File: config.mk
export PLATFORM = sky130hd
export DESIGN_NAME = approx_mult_err_monitor
export DESIGN_NICKNAME = d
export VERILOG_FILES = /design/src/rtl/approx_mult_pkg.sv /design/src/rtl/err_dist_stage.sv /design/src/rtl/approx_mult_err_monitor.sv
export SDC_FILE = /design/constraint.sdc
export NUM_CORES = 1
export LEC_CHECK = 0
export BUFFER_PORTS_ARGS = -buffer_cell sky130_fd_sc_hd__buf_2
export CAP_MARGIN = 25
export CORE_MARGIN = 2
export CORE_UTILIZATION = 35
export CTS_BUF_LIST = sky130_fd_sc_hd__clkbuf_4
export DETAILED_ROUTE_END_ITERATION = 12
export MAX_ROUTING_LAYER = met4
export PLACE_DENSITY = 0.57
export SLEW_MARGIN = 40
export SYNTH_ARGS = -nofsm -noshare
export SYNTH_HDL_FRONTEND = slang
export SYNTH_HIERARCHICAL = 1
export SYNTH_SLANG_ARGS = --single-unit
File: constraint.sdc
create_clock -name clk -period 7.3 [get_ports clk]
set_clock_uncertainty 0.1 [all_clocks]
set_input_delay 1.46 -clock clk [delete_from_list [all_inputs] [get_ports clk]]
set_output_delay 1.46 -clock clk [all_outputs]
set_load 0.02 [all_outputs]
File: src/rtl/approx_mult_pkg.sv
// Shared types and helpers for the approximate-multiplier accuracy monitor.
package approx_mult_pkg;

    localparam int OP_W   = 8;
    localparam int PROD_W = 16;

    typedef enum logic [1:0] {
        ACCUM  = 2'd0,
        DRAIN  = 2'd1,
        REPORT = 2'd2
    } mon_state_t;

    function automatic logic [PROD_W-1:0] abs_diff16(
        input logic [PROD_W-1:0] x,
        input logic [PROD_W-1:0] y
    );
        return (x >= y) ? (x - y) : (y - x);
    endfunction

endpackage

File: src/rtl/err_dist_stage.sv
// Two-stage pipe: capture (a, b, r), then exact product, |r - a*b| and error flag.
// Optional ERR_BIAS_EN also carries the signed difference r - a*b.
module err_dist_stage
    import approx_mult_pkg::*;
(
    input  logic              clk,
    input  logic              rst,
    input  logic              clear,
    input  logic              take_i,
    input  logic [OP_W-1:0]   a_i,
    input  logic [OP_W-1:0]   b_i,
    input  logic [PROD_W-1:0] r_i,
    output logic              vld_o,
    output logic [PROD_W-1:0] dist_o,
    output logic              neq_o
`ifdef ERR_BIAS_EN
   ,output logic signed [PROD_W:0] diff_o
`endif
);

    logic              s1_vld_q;
    logic [OP_W-1:0]   a_q;
    logic [OP_W-1:0]   b_q;
    logic [PROD_W-1:0] r_q;

    logic              s2_vld_q;
    logic [PROD_W-1:0] dist_q;
    logic              neq_q;

    logic [PROD_W-1:0] exact_d;
    logic [PROD_W-1:0] dist_d;

    assign exact_d = PROD_W'(a_q) * PROD_W'(b_q);
    assign dist_d  = abs_diff16(r_q, exact_d);

    always_ff @(posedge clk or posedge rst) begin
        if (rst) begin
            s1_vld_q <= 1'b0;
            a_q      <= '0;
            b_q      <= '0;
            r_q      <= '0;
            s2_vld_q <= 1'b0;
            dist_q   <= '0;
            neq_q    <= 1'b0;
        end else begin
            // take_i is already gated by clear in the parent
            s1_vld_q <= take_i;
            if (take_i) begin
                a_q <= a_i;
                b_q <= b_i;
                r_q <= r_i;
            end
            s2_vld_q <= s1_vld_q && !clear;
            if (s1_vld_q) begin
                dist_q <= dist_d;
                neq_q  <= (dist_d != '0);
            end
        end
    end

`ifdef ERR_BIAS_EN
    logic signed [PROD_W:0] diff_q;

    always_ff @(posedge clk or posedge rst) begin
        if (rst) begin
            diff_q <= '0;
        end else if (s1_vld_q) begin
            diff_q <= $signed({1'b0, r_q}) - $signed({1'b0, exact_d});
        end
    end

    assign diff_o = diff_q;
`endif

    assign vld_o  = s2_vld_q;
    assign dist_o = dist_q;
    assign neq_o  = neq_q;

endmodule

File: src/rtl/approx_mult_err_monitor.sv
// Windowed error monitor (sum / max / count of |r - a*b|) for 8x8 approximate multipliers.
// ERR_BIAS_EN adds a signed bias accumulator and the err_bias output.
module approx_mult_err_monitor
    import approx_mult_pkg::*;
#(
    parameter int WIN_LOG2 = 8
) (
    input  logic                         clk,
    input  logic                         rst,
    input  logic                         clear,
    input  logic                         in_valid,
    output logic                         in_ready,
    input  logic [OP_W-1:0]              a,
    input  logic [OP_W-1:0]              b,
    input  logic [PROD_W-1:0]            r,
    output logic                         out_valid,
    input  logic                         out_ready,
    output logic [PROD_W+WIN_LOG2-1:0]   err_sum,
    output logic [PROD_W-1:0]            err_max,
    output logic [WIN_LOG2:0]            err_cnt
`ifdef ERR_BIAS_EN
   ,output logic signed [PROD_W+WIN_LOG2:0] err_bias
`endif
);

    localparam int SUM_W = PROD_W + WIN_LOG2;
    localparam int CNT_W = WIN_LOG2 + 1;

    mon_state_t          state_q;
    logic [WIN_LOG2-1:0] smp_cnt_q;
    logic                drain_q;
    logic                out_valid_q;

    logic [SUM_W-1:0]    sum_q;
    logic [PROD_W-1:0]   max_q;
    logic [CNT_W-1:0]    cnt_q;

    logic                take;
    logic                out_hs;
    logic                s2_vld;
    logic [PROD_W-1:0]   s2_dist;
    logic                s2_neq;

    assign in_ready = (state_q == ACCUM);
    assign take     = in_valid && in_ready && !clear;
    assign out_hs   = out_valid_q && out_ready;

`ifdef ERR_BIAS_EN
    logic signed [PROD_W:0]       s2_diff;
    logic signed [SUM_W:0]        bias_q;
`endif

    err_dist_stage u_dist (
        .clk    (clk),
        .rst    (rst),
        .clear  (clear),
        .take_i (take),
        .a_i    (a),
        .b_i    (b),
        .r_i    (r),
        .vld_o  (s2_vld),
        .dist_o (s2_dist),
        .neq_o  (s2_neq)
`ifdef ERR_BIAS_EN
       ,.diff_o (s2_diff)
`endif
    );

    always_ff @(posedge clk or posedge rst) begin
        if (rst) begin
            state_q     <= ACCUM;
            smp_cnt_q   <= '0;
            drain_q     <= 1'b0;
            out_valid_q <= 1'b0;
        end else if (clear) begin
            state_q     <= ACCUM;
            smp_cnt_q   <= '0;
            drain_q     <= 1'b0;
            out_valid_q <= 1'b0;
        end else begin
            case (state_q)
                ACCUM: begin
                    if (take) begin
                        smp_cnt_q <= smp_cnt_q + 1'b1;
                        if (smp_cnt_q == '1) begin
                            state_q <= DRAIN;
                        end
                    end
                end
                // two idle cycles let the last sample reach the accumulators
                DRAIN: begin
                    if (drain_q) begin
                        drain_q     <= 1'b0;
                        state_q     <= REPORT;
                        out_valid_q <= 1'b1;
                    end else begin
                        drain_q <= 1'b1;
                    end
                end
                REPORT: begin
                    if (out_ready) begin
                        state_q     <= ACCUM;
                        out_valid_q <= 1'b0;
                    end
                end
                default: begin
                    state_q     <= ACCUM;
                    out_valid_q <= 1'b0;
                end
            endcase
        end
    end

    always_ff @(posedge clk or posedge rst) begin
        if (rst) begin
            sum_q <= '0;
            max_q <= '0;
            cnt_q <= '0;
        end else if (clear || out_hs) begin
            sum_q <= '0;
            max_q <= '0;
            cnt_q <= '0;
        end else if (s2_vld) begin
            sum_q <= sum_q + SUM_W'(s2_dist);
            cnt_q <= cnt_q + CNT_W'(s2_neq);
            if (s2_dist > max_q) begin
                max_q <= s2_dist;
            end
        end
    end

`ifdef ERR_BIAS_EN
    always_ff @(posedge clk or posedge rst) begin
        if (rst) begin
            bias_q <= '0;
        end else if (clear || out_hs) begin
            bias_q <= '0;
        end else if (s2_vld) begin
            bias_q <= bias_q + (SUM_W+1)'(s2_diff);
        end
    end

    assign err_bias = bias_q;
`endif

    assign out_valid = out_valid_q;
    assign err_sum   = sum_q;
    assign err_max   = max_q;
    assign err_cnt   = cnt_q;

endmodule

==> results.py, run 1 <==
metrics = {
    "status": {
        "outcome": "finished clean",
    },
    "floorplanning": {
        "start_util_pct": 35.6,
        "die_w_um": 169,
        "dieArea_um2": 28700,
        "ios": 88,
        "core_area_um2": 26900,
        "die_h_um": 169,
        "rows": 60,
    },
    "place": {
        "place_ws_ns": 0.209,
        "port_buffers": 87,
        "gp_congestion": 0.856,
        "hpwlAfterDp_mm": 16.9,
    },
    "worst_hold_path": {
        "min_to": "state_q[0]",
        "hold_start": "state_q[1]",
        "whs_path_depth": 1,
        "hp-class": "flop to flop",
    },
    "sta": {
        "setup_viol": 0,
        "setup_ws_ns": 0.432,
        "final-max-slew-violation-count": 0,
        "finalHoldViolations": 0,
        "tns_ns": 0,
        "rsz0062_at_grt": "false",
        "max_freq_mhz": 146,
        "min_period_ns": 6.87,
        "max_slew.worst_pin.slew_ns": 0.769,
        "relSlewSlack_pct": 48.7,
        "period_share_pct": 94.1,
        "holdWs_ns": 0.438,
    },
    "global_routing": {
        "grt_use_total_pct": 16.1,
        "grt_pass1_wl_mm": 37.0,
        "grt_max_degree": 62,
        "overflow": 0,
        "first_global_vias": 7293,
        "antenna_found_initial": 0,
    },
    "logic_synthesis": {
        "syn_area_um2": 9570,
        "synth_top_flop_cell": "dfrtp_1",
        "yosys.area.top_type": "dfrtp_1",
        "synth_seq_cells": 112,
        "synth-edff-count": 0,
        "syn_nets": 1193,
        "synth_top_area_share_pct": 29.3,
        "synth_most_common_cell": "dfrtp_1",
        "yosys_warnings": 6,
        "async_reset_ff_share_pct": 100,
        "synth_common_cells": "dfrtp_1, inv_1, ha_1",
        "synth.avg_cell_area_um2": 9.43,
        "synth_area_leaders": "dfrtp_1, ha_1, fa_1",
        "yosysSeqAreaShare_pct": 29.3,
        "synth_cells": 1015,
        "synth.distinct_cells": 81,
    },
    "clock_tree": {
        "cts_tree": "built",
        "clock_latency_ns": 0.51,
        "ctsLongestPathBuffers": 2,
        "htreeDepth": 3,
        "cts_sinks": 112,
        "cts_buffers": 9,
        "clock-root-buffer": "clkbuf_4",
        "clkSlewWorstSetupHoldPaths_ns": 0.21,
        "cts_hold_buffers": 0,
    },
    "critical_path": {
        "r2r_cells": 28,
        "slowest_delay_ns": 0.54,
        "critical_path_class": "flop to flop",
        "critical_path_arrival_ns": 7.17,
        "reg2reg_from": "u_dist/b_q[6]",
        "critPathSlowestCell": "dfrtp_1",
        "r2r_slack_ns": 0.43,
        "required_ns": 7.61,
        "path_max_fanout": 9,
        "endpoint_kind": "flop",
        "rr_endpoint": "u_dist/neq_o",
        "worst_setup_path_start_kind": "flop",
    },
    "cells_and_area": {
        "drive_gt1_share_pct": 17.7,
        "areaGrowthSynthToFinish_pct": 10.6,
        "multiInputGateArea_um2": 6210,
        "utilization_pct": 39.4,
        "fillers": 2706,
        "finish.net_count": 1266,
        "regArea_um2": 2810,
        "antenna_cells": 0,
    },
    "routing": {
        "firstDrtPassIters": 5,
        "detail_route.iter0.violations": 411,
        "vias": 7404,
        "totalWireLength_mm": 21.8,
        "avgRoutedWirePerCell_um": 15.2,
        "drt_drc_violations_left": 0,
        "ant_nets": 0,
        "via_per_inst": 5.16,
    },
    "run": {
        "cap_violations": 0,
    },
}
-- kinds of logic (layout without fill, tap and decap cells) --
| logic type | Yosys count | in the layout | share of synthesized area [%] |
|---|---|---|---|
| AOI/OAI and AO/OA | 210 | 210 | 16.4 |
| xor gates and xnor gates | 47 | 47 | 4.30 |
| adders and majority gates | 141 | 141 | 21.5 |
| buffers and inverters | 148 | 226 | 6.39 |
| DFF | 112 | 112 | 29.3 |
| muxes | 53 | 53 | 5.92 |
| and+or+nand+nor | 304 | 304 | 16.2 |
-- per-stage QoR --
step,area [um^2],cells
finish,10600,1434
global route,10600,1434
CTS,10500,1431
detailed placement,10400,1415
global placement,10300,1413
floorplan,9570,1015
-- layout by cell type (no fill, tap or decap), types with 29 or more instances in the layout --
cell	instances
a21oi_1	49
and2_1	56
buf_2	87
dfrtp_1	107
fa_1	39
ha_1	102
inv_1	106
mux2_2	29
nand2_1	63
nand3_1	37
nor2_1	68
-- sequential cells by signal (all words and copies together), names as in the netlist, 2 cells and up --
register       cells
err_cnt            9
u_dist/r_q        16
u_dist/dist_o     16
err_max           16
err_sum           24
state_q            2
u_dist/b_q         8
u_dist/a_q         8
smp_cnt_q          8
-- layout make-up --
type,count,share of cell area [%]
Inverter,109,3.87
Clock buffer,9,0.639
Timing Repair Buffer,101,5.52
Sequential cell,112,26.5
Clock inverter,7,0.698
Multi-Input combinational cell,755,58.7
Tap cell,341,4.03
-- worst max-delay path: cells and delay by family (launching register included) --
family                     cells  cell delay [ns]
adders and majority gates      6             2.72
xor gates and xnor gates       2             0.29
and+or+nand+nor                4             0.61
AOI/OAI and AO/OA             10             1.93
buffers and inverters          5             0.36
DFF                            1             0.54
muxes                          1             0.20
-- repair_timing --
action,4_1_cts,5_1_grt
resized for setup,0,13
setup buffers,0,3
setup endpoints to repair,0,14
-- metal layers --
layer  wire length, um  GRT usage [%]
met5                 0              -
met4               158           2.60
met3               828           2.40
met2             10300           26.5
met1             10500           21.5
-- how the worst max path moves through the flow --
| stage | from | endpoint | slack [ns] |
|---|---|---|---|
| after floorplan | u_dist/a_q[1] | u_dist/neq_o | 0.82 |
| after global placement | u_dist/a_q[1] | u_dist/neq_o | 0.34 |
| after detailed placement | u_dist/a_q[1] | u_dist/neq_o | 0.21 |
| after CTS | u_dist/a_q[1] | u_dist/neq_o | 0.18 |
| after global routing | u_dist/b_q[6] | u_dist/neq_o | 0.04 |
| final | u_dist/b_q[6] | u_dist/neq_o | 0.43 |
Power of run 1 is left out: the tool's default activity adds up to more than one toggle a clock period on the data nets, which glitch-free logic cannot reach.
==> run 2: changes to the inputs <==
- CELL_PAD_IN_SITES_DETAIL_PLACEMENT: default -> 0
- CELL_PAD_IN_SITES_GLOBAL_PLACEMENT: default -> 2
- PLACE_DENSITY: 0.57 -> 0.8
==> results.py, run 2 (synthesis results as in run 1) <==
metrics = {
    "sta": {
        "period_share_pct": 94.5,
        "tns_ns": 0,
        "max_freq_mhz": 145,
        "final-max-slew-violation-count": 0,
        "max_slew.worst_pin.slew_ns": 0.684,
        "min_period_ns": 6.90,
        "relSlewSlack_pct": 54.4,
        "setup_viol": 0,
        "holdWs_ns": 0.428,
        "finalHoldViolations": 0,
    },
    "clock_tree": {
        "cts_buffers": 9,
        "htreeDepth": 3,
        "cts_sinks": 112,
        "cts_setup_buffers": 0,
        "clkSlewWorstSetupHoldPaths_ns": 0.19,
        "clock-root-buffer": "clkbuf_4",
        "cts_tree": "built",
        "clock_latency_ns": 0.50,
        "ctsLongestPathBuffers": 2,
    },
    "global_routing": {
        "first_global_vias": 7271,
        "grt_pass1_wl_mm": 37.0,
        "grt_use_total_pct": 16.3,
        "antenna_found_initial": 1,
        "grt_max_degree": 62,
        "overflow": 0,
    },
    "floorplanning": {
        "ios": 88,
        "die_h_um": 169,
        "die_w_um": 169,
        "dieArea_um2": 28700,
        "start_util_pct": 35.6,
        "core_area_um2": 26900,
        "rows": 60,
    },
    "cells_and_area": {
        "layout_common_cells": "dfrtp_1, inv_1, ha_1",
        "largest_reg_flops": 24,
        "final_common_cell": "dfrtp_1",
        "drive_gt1_share_pct": 17.8,
        "fin_cells": 1434,
        "finish.net_count": 1265,
        "areaGrowthSynthToFinish_pct": 10.0,
    },
    "place": {
        "dp.cells": 1417,
        "port_buffers": 87,
        "hpwlAfterDp_mm": 17.1,
        "gp_congestion": 0.851,
    },
    "worst_hold_path": {
        "hp-class": "flop to flop",
        "hold_start": "state_q[1]",
    },
    "routing": {
        "firstDrtPassIters": 5,
        "ant_nets": 0,
        "avgRoutedWirePerCell_um": 15.5,
        "vias": 7380,
        "detail_route.iter0.violations": 418,
        "via_per_inst": 5.15,
        "drt_drc_violations_left": 0,
        "totalWireLength_mm": 22.3,
    },
    "critical_path": {
        "worst_setup_path_start_kind": "flop",
        "r2r_slack_ns": 0.40,
        "critical_path_class": "flop to flop",
        "required_ns": 7.60,
        "path_max_fanout": 13,
        "reg2reg_from": "u_dist/a_q[1]",
        "critical_path_arrival_ns": 7.20,
        "startpoint": "u_dist/a_q[1]",
        "endpoint_kind": "flop",
    },
    "run": {
        "cap_violations": 0,
    },
    "status": {
        "outcome": "finished clean",
    },
}
-- run 2: routing by layer --
metal / global-route usage [%] / routed length (um)
met1: 21.1 / 10700
met2: 27.5 / 10700
met3: 2.10 / 651
met4: 3.38 / 188
met5: - / 0
-- run 2: final timing paths --
check | cells past startpoint | to
setup / recovery | 26 | u_dist/neq_o
hold / removal | 1 | state_q[0]
setup reg to reg | 26 | u_dist/neq_o
hold reg to reg | 1 | state_q[0]
max in group asynchronous | 3 | u_dist/a_q[1]
min in group asynchronous | 3 | smp_cnt_q[2]
-- run 2: what timing repair did --
item                       in CTS  in global routing
hold buffers                    0                  0
setup endpoints to repair       0                  3
gates resized for setup         0                 13
-- run 2: area by class of cell --
cell class                      count  area, um^2
Clock inverter                      5        52.6
Timing Repair Buffer              100         537
Antenna cell                        1        2.50
Sequential cell                   112        2810
Clock buffer                       11        82.6
Multi-Input combinational cell    755        6210
Inverter                          109         409
Fill cell                        2749       16300
Tap cell                          341         427
-- run 2: worst max-delay path, cell delays in order (launching register included) --
cell	delay (ns)
dfrtp_2	0.49
and2_1	0.20
fa_1	0.45
fa_1	0.54
inv_1	0.05
fa_1	0.47
fa_1	0.54
inv_1	0.04
ha_1	0.33
a21oi_2	0.18
o21bai_1	0.08
a21oi_1	0.23
nor2b_1	0.08
o21a_1	0.18
o31a_1	0.28
o41ai_2	0.24
xnor2_1	0.17
ha_1	0.28
a21oi_1	0.27
o21ai_4	0.13
a21oi_2	0.27
a31o_4	0.30
mux2i_1	0.26
xor2_1	0.12
nor4_1	0.26
and4_1	0.22
a21oi_1	0.06
-- run 2: through the flow --
step / util [%] / area, um^2 / worst slack, ns
6_report: 39.2 / 10500 / 0.403
5_1_grt: 39.2 / 10500 / -0.00318
3_3_place_gp: 38.5 / 10300 / 0.288
3_5_place_dp: 38.5 / 10300 / 0.219
2_1_floorplan: - / 9570 / 0.818
4_1_cts: 39.0 / 10500 / 0.174
Power of run 2 is left out for the same reason.
==> run 3: changes to the inputs <==
- ABC_AREA: default -> 1
- PLACE_DENSITY: 0.8 -> 0.86
==> results.py, run 3 <==
metrics = {
    "run": {
        "cap_violations": 0,
    },
    "logic_synthesis": {
        "synth.distinct_cells": 44,
        "yosys_warnings": 6,
        "synth_cells": 1490,
        "synth_most_common_cell": "nand2_1",
        "yosys.area.top_type": "dfrtp_1",
        "synth_seq_cells": 112,
        "synth-edff-count": 0,
        "synth_area_leaders": "dfrtp_1, nand2_1, ha_1",
        "synth_top_flop_cell": "dfrtp_1",
        "syn_area_um2": 10500,
        "syn_nets": 1668,
        "synth_common_cells": "nand2_1, inv_1, dfrtp_1",
        "synth_top_area_share_pct": 26.6,
        "async_reset_ff_share_pct": 100,
        "synth.avg_cell_area_um2": 7.07,
        "yosysSeqAreaShare_pct": 26.6,
    },
    "critical_path": {
        "critical_path_arrival_ns": 6.73,
        "crit_top_cell": "nand2_1",
        "required_ns": 7.64,
        "path_max_fanout": 15,
        "r2r_slack_ns": 0.91,
        "critical_path_class": "flop to flop",
        "critPathSlowestCell": "dfrtp_1",
        "slowest_delay_ns": 0.60,
        "worst_setup_path_start_kind": "flop",
        "endpoint_kind": "flop",
    },
    "sta": {
        "min_period_ns": 6.39,
        "period_share_pct": 87.5,
        "max_freq_mhz": 157,
        "tns_ns": 0,
        "finalHoldViolations": 0,
        "rsz0062_at_grt": "false",
        "relSlewSlack_pct": 53.3,
        "max_slew.worst_pin.slew_ns": 0.700,
        "final-max-slew-violation-count": 0,
        "setup_viol": 0,
    },
    "clock_tree": {
        "ctsLongestPathBuffers": 2,
        "clkSlewWorstSetupHoldPaths_ns": 0.19,
        "cts_sinks": 112,
        "cts_setup_buffers": 0,
        "htreeDepth": 3,
        "clock-root-buffer": "clkbuf_4",
        "clock_latency_ns": 0.55,
        "cts_hold_buffers": 0,
        "cts_buffers": 9,
        "cts_tree": "built",
        "cts_resized": 0,
    },
    "cells_and_area": {
        "utilization_pct": 38.6,
        "finish.net_count": 1729,
        "fillers": 3265,
        "drive_gt1_share_pct": 11.8,
        "areaGrowthSynthToFinish_pct": 8.48,
        "fin_cells": 1948,
        "layout_common_cells": "nand2_1, inv_1, dfrtp_1",
        "final_common_cell": "nand2_1",
        "design_area_um2": 11400,
        "largest_reg_flops": 24,
    },
    "status": {
        "outcome": "finished clean",
    },
    "floorplanning": {
        "die_w_um": 178,
        "ios": 88,
        "die_h_um": 178,
        "start_util_pct": 35.6,
        "dieArea_um2": 31500,
        "rows": 63,
        "core_area_um2": 29600,
    },
    "global_routing": {
        "antenna_found_initial": 2,
        "grt_pass1_wl_mm": 45.4,
        "overflow": 0,
        "grt_max_degree": 62,
        "grt_use_total_pct": 18.7,
        "first_global_vias": 8882,
    },
    "routing": {
        "detail_route.iter0.violations": 593,
        "firstDrtPassIters": 5,
        "drt_drc_violations_left": 0,
        "totalWireLength_mm": 27.4,
        "avgRoutedWirePerCell_um": 14.1,
        "vias": 9101,
        "ant_nets": 0,
        "via_per_inst": 4.67,
    },
    "place": {
        "hpwlAfterDp_mm": 22.2,
        "dp.cells": 1930,
        "gp_congestion": 0.888,
        "port_buffers": 87,
        "dpl-instance-area_um2": 11300,
    },
    "worst_hold_path": {
        "hp-class": "flop to flop",
    },
}
## run 3: cell types whose count changed after synthesis, moves of 19 or more
cell,delta
nand2_1,+391
mux2i_1,-24
o21ai_0,+24
and2_1,-53
nand3_1,+51
inv_1,+171
o31ai_1,-19
xnor2_1,-24
## run 3: layout make-up
class | count | area, um^2 | share of cell area [%]
clock inverters | 6 | 75.1 | 0.657
multi-input cells | 1049 | 6430 | 56.3
well taps | 390 | 488 | 4.27
flip-flops and latches | 112 | 2800 | 24.5
clock buffers | 10 | 75.1 | 0.657
repair buffers | 91 | 469 | 4.10
diodes | 2 | 5.00 | 0.0438
inverters | 288 | 1080 | 9.46
## run 3: worst max-delay path, delay by kind of cell, from the launching register on
family          cells  cell delay (ns)
fa+ha+maj           6             2.80
simple gates       12             1.15
compound gates      7             1.03
flops               1             0.60
buf+inv             5             0.39
xor+xnor            1             0.22
## run 3: cell families after synthesis
kind of cell    after synthesis  share of synthesized area (%)
xor+xnor                     25                           2.08
compound gates              155                           8.07
mux                          17                           1.82
flops                       112                           26.6
simple gates                711                           29.5
buf+inv                     329                           12.5
fa+ha+maj                   141                           19.5
## run 3: routing by layer
metal / global-route usage, % / vias up / share of wire [%]
met5: - / - / 0
met4: 5.36 / 0 / 1.8
met3: 2.14 / 27 / 3.0
met2: 29.8 / 152 / 46
met1: 25.2 / 4163 / 49
li1: - / 4759 / -
## run 3: final timing paths
| check | to | startpoint | depth (start not counted) |
|---|---|---|---|
| max in group asynchronous | u_dist/dist_o[8] | rst | 3 |
| hold reg to reg | smp_cnt_q[7] | smp_cnt_q[7] | 1 |
| setup reg to reg | u_dist/neq_o | u_dist/b_q[5] | 31 |
| hold / removal | smp_cnt_q[7] | smp_cnt_q[7] | 1 |
| min in group asynchronous | smp_cnt_q[1] | rst | 3 |
| setup / recovery | u_dist/neq_o | u_dist/b_q[5] | 31 |
## run 3: through the flow
step	hold slack [ns]	worst slack [ns]
3_5_place_dp	0.358	0.934
6_report	0.382	0.912
3_3_place_gp	0.358	1.01
5_1_grt	0.424	0.370
4_1_cts	0.388	0.874
2_1_floorplan	0.333	1.45
Power of run 3 is left out for the same reason.
